==> config.mk <==
export PLATFORM = sky130hd
export DESIGN_NAME = hydra_mem_arbiter
export DESIGN_NICKNAME = d
export VERILOG_FILES = /design/src/rtl/hydra_mem_pkg.sv /design/src/rtl/hydra_rr_pick.sv /design/src/rtl/hydra_mem_arbiter.sv
export SDC_FILE = /design/constraint.sdc
export NUM_CORES = 1
export LEC_CHECK = 0
export ABC_AREA = 0
export BUFFER_PORTS_ARGS = -buffer_cell sky130_fd_sc_hd__clkbuf_2
export CAP_MARGIN = 10
export CORE_AREA = 2 2 207 209
export DETAILED_ROUTE_END_ITERATION = 10
export DIE_AREA = 0 0 209 211
export SLEW_MARGIN = 0
export SYNTH_ARGS = -nofsm -noshare
export SYNTH_HDL_FRONTEND = slang
export SYNTH_HIERARCHICAL = 1
export SYNTH_SLANG_ARGS = --single-unit
==> constraint.sdc <==
create_clock -name clk -period 2.7 [get_ports clk]
set_input_delay 0 -clock clk [delete_from_list [all_inputs] [get_ports clk]]
set_output_delay 0 -clock clk [all_outputs]
set_load 0.1 [all_outputs]
==> src/rtl/hydra_mem_pkg.sv <==
// Shared types and constants for the hydra memory arbiter.
package hydra_mem_pkg;

    typedef enum logic [1:0] {
        StIdle  = 2'd0,
        StIssue = 2'd1,
        StResp  = 2'd2
    } state_t;

    localparam int unsigned REGION_RAM  = 0;
    localparam int unsigned REGION_LED  = 1;
    localparam int unsigned REGION_UART = 2;

    localparam int unsigned ERR_RDATA = 0;

endpackage

==> src/rtl/hydra_rr_pick.sv <==
// Combinational winner select: round-robin from last_grant+1, or fixed priority (port 0 first).
module hydra_rr_pick #(
    parameter int unsigned N_PORTS = 4
) (
    input  logic [N_PORTS-1:0]         i_req,
    input  logic [$clog2(N_PORTS)-1:0] i_last,
    input  logic                       i_prio_mode,
    output logic                       o_valid,
    output logic [$clog2(N_PORTS)-1:0] o_idx
);

    localparam int unsigned IDX_W = $clog2(N_PORTS);

    int unsigned w_p;

    // Scan from lowest to highest priority so the last hit is the winner.
    always_comb begin
        o_valid = |i_req;
        o_idx   = '0;
        w_p     = 0;
        if (i_prio_mode) begin
            for (int i = int'(N_PORTS) - 1; i >= 0; i--) begin
                if (i_req[i]) o_idx = IDX_W'(i);
            end
        end else begin
            for (int unsigned k = N_PORTS; k >= 1; k--) begin
                w_p = (32'(i_last) + k) % N_PORTS;
                if (i_req[w_p]) o_idx = IDX_W'(w_p);
            end
        end
    end

endmodule

==> src/rtl/hydra_mem_arbiter.sv <==
// N-port memory arbiter with region decode, slave valid/ready and per-port error responses.
// Optional slave-wait timeout is enabled by defining MEM_ARB_TIMEOUT_EN.
module hydra_mem_arbiter
    import hydra_mem_pkg::*;
#(
    parameter int unsigned N_PORTS        = 4,
    parameter int unsigned ADDR_W         = 32,
    parameter int unsigned DATA_W         = 32,
    parameter int unsigned N_REGIONS      = 3,
    parameter int unsigned SEL_HI         = 31,
    parameter int unsigned SEL_LO         = 28,
    parameter int unsigned TIMEOUT_CYCLES = 255
) (
    input  logic                          clk,
    input  logic                          rstn,
    input  logic                          i_prio_mode,
    input  logic [N_PORTS-1:0]            i_req_valid,
    input  logic [N_PORTS-1:0]            i_req_we,
    input  logic [N_PORTS*ADDR_W-1:0]     i_req_addr,
    input  logic [N_PORTS*DATA_W-1:0]     i_req_wdata,
    input  logic [N_PORTS*DATA_W/8-1:0]   i_req_wstrb,
    output logic [N_PORTS-1:0]            o_rsp_ready,
    output logic [N_PORTS*DATA_W-1:0]     o_rsp_rdata,
    output logic [N_PORTS-1:0]            o_rsp_err,
    output logic                          o_s_valid,
    output logic                          o_s_we,
    output logic [ADDR_W-1:0]             o_s_addr,
    output logic [DATA_W-1:0]             o_s_wdata,
    output logic [DATA_W/8-1:0]           o_s_wstrb,
    output logic [N_REGIONS-1:0]          o_s_sel,
    input  logic                          i_s_ready,
    input  logic [DATA_W-1:0]             i_s_rdata,
    output logic [$clog2(N_PORTS)-1:0]    o_grant_id
);

    localparam int unsigned IDX_W  = $clog2(N_PORTS);
    localparam int unsigned STRB_W = DATA_W / 8;
    localparam int unsigned REG_W  = SEL_HI - SEL_LO + 1;

    logic                 w_pick_valid;
    logic [IDX_W-1:0]     w_pick_idx;
    logic [ADDR_W-1:0]    w_addr;
    logic [REG_W-1:0]     w_region;
    logic                 w_mapped;
    logic [N_REGIONS-1:0] w_sel;

    state_t                r_state;
    logic [IDX_W-1:0]      r_last;
    logic [IDX_W-1:0]      r_win;
    logic                  r_rsp_due;
    logic                  r_s_valid;
    logic                  r_s_we;
    logic [ADDR_W-1:0]     r_s_addr;
    logic [DATA_W-1:0]     r_s_wdata;
    logic [STRB_W-1:0]     r_s_wstrb;
    logic [N_REGIONS-1:0]  r_s_sel;
    logic [N_PORTS-1:0]    r_rsp_ready;
    logic [N_PORTS-1:0]    r_rsp_err;
    logic [N_PORTS*DATA_W-1:0] r_rsp_rdata;

`ifdef MEM_ARB_TIMEOUT_EN
    localparam int unsigned TMO_W = $clog2(TIMEOUT_CYCLES + 1);
    logic [TMO_W-1:0] r_tmo;
`endif

    hydra_rr_pick #(
        .N_PORTS (N_PORTS)
    ) u_pick (
        .i_req       (i_req_valid),
        .i_last      (r_last),
        .i_prio_mode (i_prio_mode),
        .o_valid     (w_pick_valid),
        .o_idx       (w_pick_idx)
    );

    assign w_addr   = i_req_addr[w_pick_idx*ADDR_W +: ADDR_W];
    assign w_region = w_addr[SEL_HI:SEL_LO];
    assign w_mapped = 32'(w_region) < N_REGIONS;
    assign w_sel    = N_REGIONS'(1) << w_region;

    always_ff @(posedge clk) begin
        if (!rstn) begin
            r_state     <= StIdle;
            r_last      <= IDX_W'(N_PORTS - 1);
            r_win       <= '0;
            r_rsp_due   <= 1'b0;
            r_s_valid   <= 1'b0;
            r_s_we      <= 1'b0;
            r_s_addr    <= '0;
            r_s_wdata   <= '0;
            r_s_wstrb   <= '0;
            r_s_sel     <= '0;
            r_rsp_ready <= '0;
            r_rsp_err   <= '0;
            r_rsp_rdata <= '0;
`ifdef MEM_ARB_TIMEOUT_EN
            r_tmo       <= '0;
`endif
        end else begin
            r_rsp_ready <= '0;
            r_rsp_err   <= '0;
            unique case (r_state)
                StIdle: begin
                    if (w_pick_valid) begin
                        r_win  <= w_pick_idx;
                        r_last <= w_pick_idx;
                        if (w_mapped) begin
                            r_state   <= StIssue;
                            r_s_valid <= 1'b1;
                            r_s_we    <= i_req_we[w_pick_idx];
                            r_s_addr  <= w_addr;
                            r_s_wdata <= i_req_wdata[w_pick_idx*DATA_W +: DATA_W];
                            r_s_wstrb <= i_req_wstrb[w_pick_idx*STRB_W +: STRB_W];
                            r_s_sel   <= w_sel;
`ifdef MEM_ARB_TIMEOUT_EN
                            r_tmo     <= '0;
`endif
                        end else begin
                            // Unmapped: spend one RESP cycle so the pulse lands at t+2.
                            r_state   <= StResp;
                            r_rsp_due <= 1'b1;
                        end
                    end
                end
                StIssue: begin
                    if (i_s_ready) begin
                        r_state            <= StResp;
                        r_s_valid          <= 1'b0;
                        r_s_sel            <= '0;
                        r_rsp_ready[r_win] <= 1'b1;
                        if (!r_s_we) r_rsp_rdata[r_win*DATA_W +: DATA_W] <= i_s_rdata;
                    end
`ifdef MEM_ARB_TIMEOUT_EN
                    else if (r_tmo == TMO_W'(TIMEOUT_CYCLES - 1)) begin
                        r_state            <= StResp;
                        r_s_valid          <= 1'b0;
                        r_s_sel            <= '0;
                        r_rsp_ready[r_win] <= 1'b1;
                        r_rsp_err[r_win]   <= 1'b1;
                        r_rsp_rdata[r_win*DATA_W +: DATA_W] <= DATA_W'(ERR_RDATA);
                    end else begin
                        r_tmo <= r_tmo + TMO_W'(1);
                    end
`endif
                end
                StResp: begin
                    if (r_rsp_due) begin
                        r_rsp_due          <= 1'b0;
                        r_rsp_ready[r_win] <= 1'b1;
                        r_rsp_err[r_win]   <= 1'b1;
                        r_rsp_rdata[r_win*DATA_W +: DATA_W] <= DATA_W'(ERR_RDATA);
                    end else begin
                        r_state <= StIdle;
                    end
                end
                default: r_state <= StIdle;
            endcase
        end
    end

    assign o_rsp_ready = r_rsp_ready;
    assign o_rsp_err   = r_rsp_err;
    assign o_rsp_rdata = r_rsp_rdata;
    assign o_s_valid   = r_s_valid;
    assign o_s_we      = r_s_we;
    assign o_s_addr    = r_s_addr;
    assign o_s_wdata   = r_s_wdata;
    assign o_s_wstrb   = r_s_wstrb;
    assign o_s_sel     = r_s_sel;
    assign o_grant_id  = r_win;

endmodule
==> results.tsv, run 1 <==
metric	value	unit
drc	0	
syn_nets	1400	
final_cells	2176	
fin_crit_sh	1.00	
cts.sinks	216	
coreArea	41800	um^2
slew_headroom	0.480	
drv_slew	0	
finalHoldViolCount	0	
drive_above_1_share	0.453	
vdd_ir_drop_max	0.473	mV
die_x	209	um
dp_cells	2054	
synth_edf_count	0	
clock_path_buffers	3	
h-tree-depth	1	
start_kind	register	
timing.fmax	370	MHz
crit_path_max_fanout	19	
portBuffers	526	
ys_seq_elements	216	
dr.pass1.iters	5	
setup_slack	-0.00151	ns
finClkSkew	0.0194	ns
violations	negative setup slack	
yosysUniqueCellTypes	42	
grt_pass1_vias	10900	
avgSynthCellArea	9.81	um^2
powerDensity	730	nW/um^2
path_common_cell	buf_12	
fin_util	0.374	
ys.flop_type	dfxtp_1	
vias	11200	
yosysWarnings	6	
dp_hpwl	34600	um
grt_start_max_net_pins	101	
final_nets	1933	
cts_tree	yes	
viasPerCell	5.14	
dieArea	44100	um^2
cp_data_arrival_time	3.10	ns
num_rows	75	
ant_nets	0	
worstPathCellList	nand2b_4 > a211o_1 > o211ai_1 > clkbuf_16 > buf_12 > mux4_2 > and2_4 > buf_12 > o31ai_2 > a21boi_1	
clk_pin_slew	0.06	ns
cp.required	3.10	ns
syn_to_final_growth	47.7	%
synthCells	1076	
crit_path_max_incr_delay	0.54	ns
drv_cap	0	
slowest_stage	mux4_2	
cts_root_buffer	clkbuf_16	
min_period	2.70	ns
hold_class	in -> reg	
status	complete, but fails checks	
worst_pin_slew	0.780	ns
netlist_area	10600	um^2
wl	47500	um
endpoint_kind	register	
cts_buffers	25	
place_congestion	0.939	
start_util	0.253	
grt_pass1_wl	66700	um
io_pins	527	
wl_per_cell	21.8	um
worstSkewPairLatency	0.53	ns
synth-async-reset-ratio	0	
r2r_slack	-0.002	ns
p_leak	6.40	nW
crit_type	reg -> reg	
overflow	0	
antenna_found_initial	16	
die_h	211	um
drt_iter0_markers	956	
rsz0062_at_grt	yes	
grt_usage	0.197	
ys_seq_area_frac	0.410	
setup_viol	1	
## synth_stat cells (7+ instances only)
master    count  area share
a21boi_0    108       0.077
a21boi_1     58       0.041
nand4_1      67       0.040
and2_1        8      0.0047
buf_2        14      0.0066
nand2_1     113       0.040
dfxtp_1     216        0.41
inv_1         7      0.0025
nor2_1        7      0.0025
and3_1        7      0.0041
nand3_1      99       0.047
o31ai_1      68       0.048
mux4_2       69        0.15
a22oi_1      32       0.023
clkbuf_1    102       0.036
nor2b_1      34       0.020
ha_1          8      0.0095
## where the power goes
group          leakage (nW)  switching, mW  internal, mW
combinational          4.26           3.13          1.42
clock                 0.389           1.32          1.97
sequential             1.75          0.149          3.39
## placed cells by master, fill, tap and decap left out, drive strengths merged, types with 38 or more instances in the layout
cell,instances
a21boi,166
buf,58
o31ai,68
dfxtp,216
nand2,113
clkbuf,571
mux4,69
dlygate4sd3,38
nand3,99
nand4,67
## final timing paths
kind                                                   start                            to  depth (start not counted)
worst max-delay path                  r_last[1]$_SDFFE_PN1P_     o_s_addr[23]$_SDFFE_PN0P_                         10
worst min-delay path                         i_req_wdata[92]    o_s_wdata[28]$_SDFFE_PN0P_                          4
worst max register to register        r_last[1]$_SDFFE_PN1P_     o_s_addr[23]$_SDFFE_PN0P_                         10
worst min register to register  o_rsp_rdata[97]$_SDFFE_PN0P_  o_rsp_rdata[97]$_SDFFE_PN0P_                          2
## metal layers
layer  GRT usage  wire length (um)
met1       0.235             18300
met2       0.332             23000
met3      0.0436              3740
met4       0.106              2420
met5           0                 0
## flip-flops by register name (all words and copies together) (netlist names)
signal / flops
o_s_sel: 3
o_s_we: 1
o_rsp_err: 4
o_rsp_ready: 4
o_s_wdata: 32
o_grant_id: 2
o_s_valid: 1
o_s_wstrb: 4
o_rsp_rdata: 128
r_state: 2
o_s_addr: 32
r_last: 2
r_rsp_due: 1
## layout make-up
cell class	count	area, um^2
Multi-Input combinational cell	731	5950
Inverter	7	26.3
Tap cell	539	674
Clock buffer	40	742
Timing Repair Buffer	628	3800
Sequential cell	216	4330
Antenna cell	10	25.0
Clock inverter	5	56.3
Fill cell	4260	26200
## cell families after synthesis
group,synth area share
and+or+nand+nor,0.170
AOI/OAI and AO/OA,0.211
DFF,0.410
buffers and inverters,0.0507
muxes,0.149
adders and majority gates,0.00948
## stage by stage
step	setup WS, ns	power, mW	instance area (um^2)	setup TNS [ns]	hold slack (ns)
4_1_cts	0.0150	11.0	15000	0	0.000449
6_report	-0.00151	11.4	15600	-0.00151	0.0111
5_1_grt	-0.0922	11.8	15600	-2.67	0.0228
3_5_place_dp	-0.0529	7.68	13800	-0.536	0.248
3_3_place_gp	0.0589	7.63	13800	0	0.248
2_1_floorplan	0.0367	6.51	10600	0	0.115
## critical path, delay by kind of cell (launching register included)
| family | cells | cell delay [ns] |
|---|---|---|
| AOI/OAI and AO/OA | 4 | 0.78 |
| muxes | 1 | 0.54 |
| DFF | 1 | 0.36 |
| and+or+nand+nor | 2 | 0.36 |
| buffers and inverters | 3 | 0.49 |
## repair_timing
action | 4_1_cts | 5_1_grt
setup endpoints to repair | 51 | 67
hold endpoints to repair | 134 | 0
gates cloned | 0 | 6
buffers inserted | 0 | 22
hold buffers | 39 | 0
gates resized for setup | 1 | 72
pin swaps | 0 | 6
(Power assumes the default switching activity.)
==> inputs of run 2 (changes only) <==
--- a/config.mk
+++ b/config.mk
@@ -11,6 +11,8 @@
 export CORE_AREA = 2 2 207 209
 export DETAILED_ROUTE_END_ITERATION = 10
 export DIE_AREA = 0 0 209 211
+export GPL_TIMING_DRIVEN = 0
+export MAX_ROUTING_LAYER = met4
 export SLEW_MARGIN = 0
 export SYNTH_ARGS = -nofsm -noshare
 export SYNTH_HDL_FRONTEND = slang
==> run 2 against run 1 <==
Cell count increased by 3.4%; largest cell class unchanged; setup slack gained 0.035 ns; global-route usage grew 3.0 points; largest power group unchanged; flip-flop and latch count did not move; register-to-register slack improved by 0.03 ns; the flow now finishes without violations; first-iteration DRC count fell by 22%; sequential power is essentially flat; critical path depth fell by 1; combinational power decreased by 4%; via count up 1.8%; die area did not move; utilization fell by 0.37 points.
==> results.tsv, run 2 (synthesis results as in run 1) <==
metric	value	unit
finalHoldViolCount	0	
worstSkewPairLatency	0.53	ns
reg2reg_to	o_s_wstrb[1]$_SDFFE_PN0P_	
drc	0	
clk_pin_slew	0.06	ns
drv_cap	0	
slowest_stage	mux4_2	
cp_data_arrival_time	3.07	ns
cts_tree	yes	
holdCritStartpoint	i_req_addr[6]	
largest_reg_flops	128	
num_rows	75	
grt_pass1_wl	73000	um
finClkSkew	0.0111	ns
crit_path_max_fanout	7	
cp_top_family	compound AO/OA/AOI/OAI gates	
r2r_slack	0.03	ns
io_pins	527	
setup_viol	0	
worst_pin_slew	0.759	ns
min_path_cells	4	
crit_path_max_incr_delay	0.59	ns
fin_total_pwr	11.3	mW
worstHoldEndpoint	o_s_addr[6]$_SDFFE_PN0P_	
wl_per_cell	22.8	um
fin_crit_sh	0.988	
grt_usage	0.227	
final_common_cell	clkbuf_2	
mostFrequentLayoutCells	532 x clkbuf_2, 214 x dfxtp_1, 112 x nand2_1	
status	completed	
final_nets	2002	
dr.pass1.iters	5	
cp.required	3.10	ns
grt_pass1_vias	11400	
portBuffers	525	
path_buf_inv	2	
cp.depth	9	
cts_buffers	25	
crit_type	reg -> reg	
grt_start_max_net_pins	14	
place_congestion	0.969	
endpoint_kind	register	
holdWs	0.0160	ns
coreArea	41800	um^2
slew_headroom	0.494	
worstPathCellList	nand2b_1 > a211o_1 > o211ai_1 > buf_6 > mux4_2 > and2_4 > bufbuf_16 > o31ai_1 > a21boi_1	
cts.sinks	216	
r2r_start	r_last[1]$_SDFFE_PN1P_	
overflow	0	
rr_worst_depth	9	
die_h	211	um
clock_path_buffers	3	
wl	51300	um
ant_nets	0	
dieArea	44100	um^2
drt_iter0_markers	744	
antenna_found_initial	18	
dp_hpwl	41400	um
h-tree-depth	1	
start_util	0.253	
hold_class	in -> reg	
p_leak	6.32	nW
start_kind	register	
cts_root_buffer	clkbuf_16	
min_period	2.67	ns
viasPerCell	5.07	
syn_to_final_growth	46.3	%
timing.fmax	375	MHz
vdd_ir_drop_max	0.381	mV
vias	11400	
drive_above_1_share	0.424	
drv_slew	0	
powerDensity	734	nW/um^2
die_x	209	um
==> run 2: changes by cell type in the layout (fill, tap and decap cells not counted), sizes merged, moves of 5 or more <==
cell,before,now
clkinv,2,8
buf,58,40
clkbuf,571,650
diode,10,15
==> run 2: report_power, final <==
part	internal [mW]	leakage, nW	switching, mW	total [mW]
combinational	1.26	4.16	3.12	4.38
clock	2.02	0.411	1.39	3.41
sequential	3.39	1.75	0.149	3.54
total	6.67	6.32	4.66	11.3
==> run 2: layout make-up <==
class                      instances  area [um^2]
tap                              539          674
fill                            4280        26300
multi-input combinational        731         5840
antenna                           15         37.5
inverter                           7         26.3
sequential                       216         4330
clock inverter                    12          120
buffer                           120          573
timing repair buffer             577         3140
clock buffer                      32          702
==> run 2: worst reg2reg max path: stages, from the launching register on <==
cell and delay (ns):
dfxtp_4 0.35, nand2b_1 0.14, a211o_1 0.26, o211ai_1 0.14
buf_6 0.20, mux4_2 0.59, and2_4 0.24, bufbuf_16 0.28
o31ai_1 0.25, a21boi_1 0.11
==> run 2: repair_timing <==
| action | CTS | global route |
|---|---|---|
| gates cloned | 1 | 1 |
| resized for setup | 34 | 60 |
| endpoints found under the setup margin | 108 | 95 |
| setup buffers | 8 | 4 |
| endpoints found under the hold margin | 133 | 0 |
| pin swaps | 6 | 5 |
| hold buffers | 37 | 0 |
==> run 2: worst max-delay path by stage <==
stage,end,start,slack (ns)
floorplan,o_rsp_rdata[38]$_SDFFE_PN0P_,o_grant_id[1]$_SDFFE_PN0P_,0.04
global placement,o_s_addr[25]$_SDFFE_PN0P_,r_last[1]$_SDFFE_PN1P_,-0.56
detailed placement,o_s_addr[25]$_SDFFE_PN0P_,r_last[1]$_SDFFE_PN1P_,-0.65
CTS,o_s_wdata[23]$_SDFFE_PN0P_,r_last[1]$_SDFFE_PN1P_,0.001
global route,o_s_wdata[16]$_SDFFE_PN0P_,r_last[1]$_SDFFE_PN1P_,-0.004
finish,o_s_wstrb[1]$_SDFFE_PN0P_,r_last[1]$_SDFFE_PN1P_,0.03
==> run 2: metrics by stage <==
stage	TNS (ns)	utilization	setup slack [ns]	instances	cell area [um^2]
2_1_floorplan	0	-	0.0367	1076	10600
3_3_place_gp	-21.79	0.332	-0.562	2140	13900
3_5_place_dp	-23.97	0.332	-0.654	2142	13900
4_1_cts	0	0.365	0.00132	2229	15200
5_1_grt	-0.00376	0.370	-0.00376	2249	15400
6_report	0	0.370	0.0333	2249	15400
==> run 2: per-layer routing <==
metal / part of all wire / track usage / wire length, um / up-vias
met5: 0 / - / 0 / -
met4: 0.045 / 0.107 / 2330 / 0
met3: 0.060 / 0.0372 / 3070 / 100
met2: 0.51 / 0.401 / 26000 / 487
met1: 0.39 / 0.251 / 19800 / 5534
li1: - / - / - / 5279
